`config.mk`:
```
export PLATFORM = sky130hd
export DESIGN_NAME = run_ctrl_unit
export DESIGN_NICKNAME = d
export VERILOG_FILES = /design/src/rtl/run_ctrl_unit.sv
export SDC_FILE = /design/constraint.sdc
export NUM_CORES = 1
export LEC_CHECK = 0
export BUFFER_PORTS_ARGS = -buffer_cell sky130_fd_sc_hd__buf_2
export CAP_MARGIN = 15
export CELL_PAD_IN_SITES_DETAIL_PLACEMENT = 0
export CELL_PAD_IN_SITES_GLOBAL_PLACEMENT = 1
export CORE_MARGIN = 2
export CORE_UTILIZATION = 35
export DETAILED_ROUTE_END_ITERATION = 8
export HOLD_SLACK_MARGIN = 0.02
export PLACE_DENSITY = 0.72
export SKIP_LAST_GASP = 1
export SLEW_MARGIN = 10
export SYNTH_ARGS = -nofsm -noshare
export SYNTH_HDL_FRONTEND = slang
export SYNTH_SLANG_ARGS = --single-unit
export TNS_END_PERCENT = 10
```
`constraint.sdc`:
```
create_clock -name i_clk -period 4.4 [get_ports i_clk]
set_input_delay 0.22 -clock i_clk [delete_from_list [all_inputs] [get_ports i_clk]]
set_output_delay 0.22 -clock i_clk [all_outputs]
set_load 0.005 [all_outputs]
```
`src/rtl/run_ctrl_unit.sv`:
```
// Run controller and self-check harness: backdoor-loads memories, runs the core until the PC
// settles or the cycle budget expires, then compares a data-memory window against a signature.
module run_ctrl_unit #(
  parameter int unsigned XLEN        = 32,
  parameter int unsigned IMEM_AW     = 8,
  parameter int unsigned DMEM_AW     = 10,
  parameter int unsigned CHK_WORDS   = 4,
  parameter int unsigned CHK_BASE    = 0,
  parameter int unsigned MAX_CYCLES  = 100,
  parameter int unsigned HALT_STABLE = 4
) (
  input  logic               i_clk,
  input  logic               i_rst_n,
  input  logic               i_ld_valid,
  output logic               o_ld_ready,
  input  logic [1:0]         i_ld_target,
  input  logic [DMEM_AW-1:0] i_ld_addr,
  input  logic [XLEN-1:0]    i_ld_data,
  input  logic               i_start,
  input  logic               i_clear,
  output logic               o_core_rstn,
  output logic               o_dbg_sel,
  output logic               o_imem_we,
  output logic [IMEM_AW-1:0] o_imem_addr,
  output logic               o_dmem_we,
  output logic               o_dmem_re,
  output logic [DMEM_AW-1:0] o_dmem_addr,
  output logic [XLEN-1:0]    o_mem_wd,
  input  logic [XLEN-1:0]    i_dmem_rdata,
  input  logic [XLEN-1:0]    i_pc,
  output logic [15:0]        o_cycle_cnt,
  output logic               o_done,
  output logic               o_pass,
  output logic               o_timeout,
  output logic [7:0]         o_fail_idx
);

  localparam int unsigned SigAw = (CHK_WORDS > 1) ? $clog2(CHK_WORDS) : 1;
  localparam int unsigned StAw  = $clog2(HALT_STABLE);

  typedef enum logic [2:0] {StIdle, StRun, StChkRd, StChkCmp, StDone} state_e;

  state_e          r_state, w_state_d;
  logic [15:0]     r_cycle_cnt, w_cycle_cnt_d;
  logic [StAw-1:0] r_stable_cnt, w_stable_cnt_d;
  logic [XLEN-1:0] r_pc_q;
  logic [7:0]      r_idx, w_idx_d;
  logic [7:0]      r_fail_idx, w_fail_idx_d;
  logic            r_done, w_done_d;
  logic            r_pass, w_pass_d;
  logic            r_timeout, w_timeout_d;
  logic            r_core_rstn, r_dbg_sel;
  logic [XLEN-1:0] r_sig [2**SigAw];

  logic w_ld_acc, w_sig_we, w_halt, w_limit, w_last, w_match, w_chk;

  assign w_ld_acc = (r_state == StIdle) && i_ld_valid;
  assign w_sig_we = w_ld_acc && (i_ld_target == 2'd2);
  assign w_halt   = (r_stable_cnt == StAw'(HALT_STABLE - 1));
  assign w_limit  = (r_cycle_cnt == 16'(MAX_CYCLES - 1));
  assign w_last   = (r_idx == 8'(CHK_WORDS - 1));
  assign w_match  = (i_dmem_rdata == r_sig[r_idx[SigAw-1:0]]);
  assign w_chk    = (r_state == StChkRd) || (r_state == StChkCmp);

  // Signature RAM has no reset; it must be loaded before the first check.
  always_ff @(posedge i_clk) begin
    if (w_sig_we) begin
      r_sig[i_ld_addr[SigAw-1:0]] <= i_ld_data;
    end
  end

  always_comb begin
    w_state_d      = r_state;
    w_cycle_cnt_d  = r_cycle_cnt;
    w_stable_cnt_d = r_stable_cnt;
    w_idx_d        = r_idx;
    w_fail_idx_d   = r_fail_idx;
    w_done_d       = r_done;
    w_pass_d       = r_pass;
    w_timeout_d    = r_timeout;
    unique case (r_state)
      StIdle: begin
        if (i_start && !i_ld_valid) begin
          w_state_d      = StRun;
          w_cycle_cnt_d  = '0;
          w_stable_cnt_d = '0;
          w_idx_d        = '0;
          w_fail_idx_d   = '0;
          w_pass_d       = 1'b0;
          w_timeout_d    = 1'b0;
        end
      end
      StRun: begin
        if (r_cycle_cnt != 16'hFFFF) begin
          w_cycle_cnt_d = r_cycle_cnt + 16'd1;
        end
        w_stable_cnt_d = (i_pc == r_pc_q) ? r_stable_cnt + StAw'(1) : '0;
        // Halt wins over the budget when both hit on the same cycle.
        if (w_halt) begin
          w_state_d   = StChkRd;
          w_timeout_d = 1'b0;
        end else if (w_limit) begin
          w_state_d   = StChkRd;
          w_timeout_d = 1'b1;
        end
      end
      StChkRd: w_state_d = StChkCmp;
      StChkCmp: begin
        if (!w_match) begin
          w_state_d    = StDone;
          w_done_d     = 1'b1;
          w_pass_d     = 1'b0;
          w_fail_idx_d = r_idx;
        end else if (w_last) begin
          w_state_d = StDone;
          w_done_d  = 1'b1;
          w_pass_d  = !r_timeout;
        end else begin
          w_idx_d   = r_idx + 8'd1;
          w_state_d = StChkRd;
        end
      end
      StDone: begin
        if (i_clear) begin
          w_state_d   = StIdle;
          w_done_d    = 1'b0;
          w_pass_d    = 1'b0;
          w_timeout_d = 1'b0;
        end
      end
      default: w_state_d = StIdle;
    endcase
  end

  always_ff @(posedge i_clk or negedge i_rst_n) begin
    if (!i_rst_n) begin
      r_state      <= StIdle;
      r_cycle_cnt  <= '0;
      r_stable_cnt <= '0;
      r_pc_q       <= '0;
      r_idx        <= '0;
      r_fail_idx   <= '0;
      r_done       <= 1'b0;
      r_pass       <= 1'b0;
      r_timeout    <= 1'b0;
      r_core_rstn  <= 1'b0;
      r_dbg_sel    <= 1'b1;
    end else begin
      r_state      <= w_state_d;
      r_cycle_cnt  <= w_cycle_cnt_d;
      r_stable_cnt <= w_stable_cnt_d;
      r_pc_q       <= i_pc;
      r_idx        <= w_idx_d;
      r_fail_idx   <= w_fail_idx_d;
      r_done       <= w_done_d;
      r_pass       <= w_pass_d;
      r_timeout    <= w_timeout_d;
      r_core_rstn  <= (w_state_d == StRun);
      r_dbg_sel    <= (w_state_d != StRun);
    end
  end

  always_comb begin
    o_ld_ready  = (r_state == StIdle);
    o_imem_we   = w_ld_acc && (i_ld_target == 2'd0);
    o_dmem_we   = w_ld_acc && (i_ld_target == 2'd1);
    o_dmem_re   = (r_state == StChkRd);
    o_imem_addr = i_ld_addr[IMEM_AW-1:0];
    o_dmem_addr = w_chk ? (DMEM_AW'(CHK_BASE) + DMEM_AW'(r_idx)) : i_ld_addr;
    o_mem_wd    = i_ld_data;
  end

  assign o_core_rstn = r_core_rstn;
  assign o_dbg_sel   = r_dbg_sel;
  assign o_cycle_cnt = r_cycle_cnt;
  assign o_done      = r_done;
  assign o_pass      = r_pass;
  assign o_timeout   = r_timeout;
  assign o_fail_idx  = r_fail_idx;

endmodule

```
==> results of run 1 <==
## critical path: cells and delay by family, from the launching register on
kind                      cells  cell delay [ps]
muxes                         1              600
and+or+nand+nor               4             1430
xor gates and xnor gates      1              180
buffers and inverters         1              300
AOI/OAI and AO/OA             1              140
DFF                           1              750
## path summary, 6_finish.rpt
kind / from / end / slack, ps
setup / recovery: r_idx[0]$_DFFE_PN0P_ / r_idx[5]$_DFFE_PN0P_ / 890
hold reg to reg: r_stable_cnt[1]$_DFFE_PN0P_ / r_stable_cnt[1]$_DFFE_PN0P_ / 490
max in group asynchronous: i_rst_n / r_idx[1]$_DFFE_PN0P_ / 3260
min in group asynchronous: i_rst_n / o_cycle_cnt[7]$_DFFE_PN0P_ / 470
setup reg to reg: r_idx[0]$_DFFE_PN0P_ / r_idx[5]$_DFFE_PN0P_ / 890
hold / removal: i_ld_addr[0] / r_sig[2][3]$_DFFE_PP_ / 280
## kinds of logic after synthesis
| logic type | share of synthesized area, % |
|---|---|
| flops | 65.4 |
| simple gates | 8.97 |
| xor+xnor | 7.84 |
| buf+inv | 4.87 |
| compound gates | 2.86 |
| mux | 9.66 |
| fa+ha+maj | 0.431 |
## cells in the mapped netlist (2+ instances only)
library cell / instances
a21oi_1: 9
a22o_1: 2
a31oi_1: 2
and2_1: 4
and3_1: 2
and4_1: 2
buf_2: 2
buf_4: 40
buf_6: 2
clkbuf_1: 10
dfrtp_1: 73
edfxtp_1: 128
ha_1: 3
inv_1: 9
mux2_2: 8
mux2i_1: 2
mux4_1: 3
mux4_2: 29
nand2_1: 41
nand2b_1: 6
nand3_1: 4
nand4_1: 22
nor2_1: 25
nor3_1: 12
nor3b_1: 3
nor4_1: 9
nor4_4: 2
nor4b_1: 2
o21ai_0: 18
o41ai_1: 2
or2_2: 2
or3_1: 5
or4_1: 2
xnor2_1: 43
xor2_1: 35
## sequential cells by signal, indices dropped and copies added (netlist names)
register and count:
o_core_rstn 1, o_cycle_cnt 16, o_dbg_sel 1, o_done 1, o_fail_idx 8, o_pass 1
o_timeout 1, r_idx 8, r_pc_q 32, r_sig 128, r_stable_cnt 2, r_state 3
## power groups by stage
| stage | Sequential [uW] | Combinational [uW] | Clock (uW) |
|---|---|---|---|
| 2_1_floorplan | 2160 | 179 | 0 |
| 3_3_place_gp | 2170 | 340 | 0 |
| 3_5_place_dp | 2170 | 343 | 0 |
| 4_1_cts | 2140 | 391 | 1740 |
| 5_1_grt | 2140 | 431 | 1820 |
| 6_report | 2140 | 387 | 1680 |
## per-layer routing
layer,up-vias,routed length (um),global-route usage (%),share of wire [%]
li1,2587,-,-,-
met1,2692,8840,20.4,45
met2,191,9320,25.3,48
met3,22,1100,2.63,5.6
met4,0,276,2.74,1.4
met5,-,0,0,0
## per-stage QoR
stage	worst slack [ps]	area, um2
floorplan	386	8710
global placement	909	9790
detailed placement	825	9790
CTS	790	11100
global route	542	11100
finish	886	11100
## area by class of cell
cell class | instances | area (um2) | area share [%]
Clock inverter | 11 | 86.3 | 0.776
Sequential cell | 202 | 5700 | 51.2
Multi-Input combinational cell | 311 | 2610 | 23.5
Timing Repair Buffer | 270 | 1700 | 15.3
Clock buffer | 28 | 583 | 5.24
Inverter | 9 | 33.8 | 0.304
Tap cell | 324 | 405 | 3.64
==> flow_summary.ini, run 1 <==
[power_and_ir_drop]
power_frac_seq_pct = 50.8
switching_power_uw = 981
sw_frac_of_total_pct = 23.3
total_power_uw = 4210
leakage_uw = 0.00435
power.share.clock_pct = 40.0
combPwrFrac_pct = 9.2
irDropWorstVdd_v = 0.000328
power.internal_uw = 3230
power-per-cell-area_nw_per_um2 = 378

[route]
via_per_inst = 4.75
drc = 0
drtIter0Drc = 413
firstDrtPassIters = 4
num_vias = 5492
wl_mm = 19.5
ant_nets = 0
drt-wirelength-per-cell_um = 16.9

[grt]
grt_max_degree = 75
grt_pass1_vias = 5599
antenna_found_initial = 0
grt-ovfl-total = 0
grt_pass1_wl_mm = 30.8
grt_use_total_pct = 14.9

[placement]
placedCellCount = 1050
io_buffers = 195
place.gp.congestion = 0.752
hpwl_mm = 13.0

[clock_network]
clkTransAtPathRegs_ps = 60
h-tree-depth = 1
clock-sinks = 202
post-cts-setup-buffer-count = 0
cts_buffers = 22
clock_latency_ps = 520
clock_tree.root_cell = clkbuf_16
clk_path_buf_depth = 3
cts_tree = yes
cts-resized-gates = 0
cts_hold_buf = 66

[synth]
ys_seq_elements = 202
synth_nets = 693
synthDistinctLibCells = 49
syn_inst = 577
syn_area_um2 = 8710
synth_area_leaders = edfxtp_1 (44%), dfrtp_1 (21%), mux4_2 (7.5%), xnor2_1 (4.3%), xor2_1 (3.5%)
yosys_warnings = 0
synthFlopType = edfxtp_1
synth_top_area_share_pct = 44.1
synth_edf_count = 128
syn_area_per_cell_um2 = 15.1
ys_seq_area_share_pct = 65.4
synth_top_area_cell = edfxtp_1
ys_async_sr_fraction_pct = 36.6

[worst_setup_path]
required_ps = 4820
ff2ff_path_depth = 8
worstSetupPathType = reg -> reg
cp_slowest_cell = dfrtp_2
worstPathArrival_ps = 3930
path_cells = buf_4, mux4_1, xnor2_1, nand4_1, nor4_4, nand2_4, or4_1, a21oi_1
path_max_fanout = 19
slowest_delay_ps = 750
worst_setup_path_end_kind = flip-flop
cp-start-kind = flip-flop

[final_layout]
area_growth_pct = 27.7
fin_util_pct = 45.6
n_antenna_cell = 0
fillCellCount = 2207
drive_above_1_share_pct = 34.2
nets = 932
stdcell_count = 1155
final_common_cell = buf_2
final_cell_mix = buf_2 (195), edfxtp_1 (128), dfrtp_1 (71)

[timing]
fin_worst_skew_ps = 25.3
hold_slack_ps = 281
min_period_ps = 3510
rsz0062_at_grt = false
tns_ps = 0
worst_pin_slew_ps = 1060
setup_viol = 0
slew_headroom_pct = 29.4
finalMaxSlewViolations = 0
finalCritPeriodShare_pct = 79.9
max_freq_mhz = 285
final-hold-violation-count = 0

[floorplanning]
floorplan.initialDensity_pct = 35.7
die_w_um = 162
io_pins = 196
die_h_um = 162
rows = 57
dieArea_um2 = 26200
coreArea_um2 = 24400

[run]
maxCapViolCount = 0

[min_path]
min_path_cells = 2
hp-class = in -> reg

[status]
status = complete, no violations
No activity file was read; power rests on OpenSTA's default activity.
==> inputs of run 2 (changes only) <==
clock period = 3.6 ns   (was 4.4 ns; I/O delays follow)
==> run 2 against run 1 <==
- total power grew 24%
- global-route usage is 0.11 points higher
- clock-buffer cell count grew 8
- worst setup slack lost 410 ps
- largest cell class unchanged
- largest power group unchanged
==> flow_summary.ini, run 2 (same netlist as run 1, synthesis figures left out) <==
[floorplanning]
rows = 57
die_w_um = 162
die_h_um = 162
coreArea_um2 = 24400
io_pins = 196
dieArea_um2 = 26200
floorplan.initialDensity_pct = 35.7

[worst_setup_path]
r2r_start = r_idx[0]$_DFFE_PN0P_
cpLargestDelayFamily = simple AND/OR/NAND/NOR gates
cp-start-kind = flip-flop
worst_setup_path_end_kind = flip-flop
cp_slowest_cell = mux4_2
ff2ff_path_depth = 8
worstSetupPathType = reg -> reg
rrSetupSlack_ps = 480
crit_cells = 8
required_ps = 4030
path_max_fanout = 38
crit_start = r_idx[0]$_DFFE_PN0P_
rr_endpoint = r_idx[5]$_DFFE_PN0P_
path_buf_inv = 1
path_cells = buf_12, mux4_2, xnor2_1, nand4_1, nor4_4, nand2_4, or4_1, a21oi_1
worstPathArrival_ps = 3550
setup.worst_path.end = r_idx[5]$_DFFE_PN0P_
slowest_delay_ps = 560

[timing]
final-hold-violation-count = 0
finalMaxSlewViolations = 0
hold_slack_ps = 213
layout_setup_ws_ps = 476
fin_worst_skew_ps = 12.3
setup_viol = 0
finalCritPeriodShare_pct = 86.8
tns_ps = 0
worst_pin_slew_ps = 973
slew_headroom_pct = 34.2
rsz0062_at_grt = false
max_freq_mhz = 320
min_period_ps = 3120

[clock_network]
clkTransAtPathRegs_ps = 60
clk_path_buf_depth = 3
h-tree-depth = 1
post-cts-setup-buffer-count = 0
clock-sinks = 202
clock_tree.root_cell = clkbuf_16
cts_tree = yes
cts_buffers = 23
clock_latency_ps = 520

[power_and_ir_drop]
power.share.clock_pct = 41.0
power.internal_uw = 4040
switching_power_uw = 1200
leakage_uw = 0.00437
power-per-cell-area_nw_per_um2 = 468
combPwrFrac_pct = 9.0
sw_frac_of_total_pct = 22.9
irDropWorstVdd_v = 0.000350
power_frac_seq_pct = 49.9

[grt]
grt_max_degree = 49
grt_use_total_pct = 15.0
grt_pass1_vias = 5575
grt_pass1_wl_mm = 30.8
antenna_found_initial = 2
grt-ovfl-total = 0

[route]
num_vias = 5452
via_per_inst = 4.70
ant_nets = 0
firstDrtPassIters = 6
drt-wirelength-per-cell_um = 17.1
wl_mm = 19.8
drc = 0
drtIter0Drc = 303

[final_layout]
final_common_cell = buf_2
drive_above_1_share_pct = 34.2
design_area_um2 = 11200
nets = 934
area_growth_pct = 28.4
largest_register_ffs = 128
final_cell_mix = buf_2 (195), edfxtp_1 (128), dfrtp_1 (71)

[placement]
placed_area_um2 = 9830
place.gp.congestion = 0.767
hpwl_mm = 13.0
io_buffers = 195
dp_slack_ps = 481

[run]
maxCapViolCount = 0

[min_path]
hp-class = in -> async

[status]
status = complete, no violations
## run 2: per-stage QoR
stage,utilization (%),power [uW],std cells
floorplan,-,2860,577
global placement,40.3,3070,1051
detailed placement,40.3,3080,1051
CTS,45.9,5300,1158
global route,45.9,5460,1158
finish,45.9,5240,1159
## run 2: power groups by stage
stage                     sequential [uW]  clock, uW  combinational, uW
final                                2610       2150                473
after floorplan                      2640          0                219
after global routing                 2620       2310                531
after detailed placement             2660          0                420
after CTS                            2610       2210                478
after global placement               2650          0                415
## run 2: cell type report
cell class	count	area (um2)
fillers	2202	13200
flip-flops and latches	202	5700
multi-input cells	311	2620
repair buffers	271	1740
clock buffers	36	654
well taps	324	405
clock inverters	5	42.5
inverters	9	33.8
diodes	1	2.50
## run 2: worst reg2reg max path, stage by stage, from the launching register on
cell     delay, ps
dfrtp_2        370
buf_12         270
mux4_2         590
xnor2_1        210
nand4_1        260
nor4_4         550
nand2_4        120
or4_1          510
a21oi_1        160
## run 2: how the worst min path moves through the flow
| stage | slack (ps) | end | from | depth (start not counted) |
|---|---|---|---|---|
| 4_1_cts | 210 | r_idx[1]$_DFFE_PN0P_ | i_rst_n | 2 |
| 3_3_place_gp | 230 | o_cycle_cnt[13]$_DFFE_PN0P_ | i_rst_n | 1 |
| 3_5_place_dp | 230 | o_cycle_cnt[13]$_DFFE_PN0P_ | i_rst_n | 1 |
| 5_1_grt | 270 | o_cycle_cnt[13]$_DFFE_PN0P_ | i_rst_n | 2 |
| 2_1_floorplan | -120 | o_core_rstn$_DFF_PN0_ | i_rst_n | 0 |
| 6_report | 210 | o_cycle_cnt[13]$_DFFE_PN0P_ | i_rst_n | 2 |
## run 2: repair_timing
item                                    CTS  global route
hold buffers                             66             0
endpoints found under the setup margin    0             0
hold endpoints to repair                187             0
gates resized for setup                   0             0
## run 2: per-layer routing
metal	track usage, %	vias to the layer above	share of wire, %
met3	2.68	34	6.4
met4	4.06	2	2.3
met5	0	-	0.066
met2	25.0	192	47
met1	20.4	2637	45
li1	-	2587	-
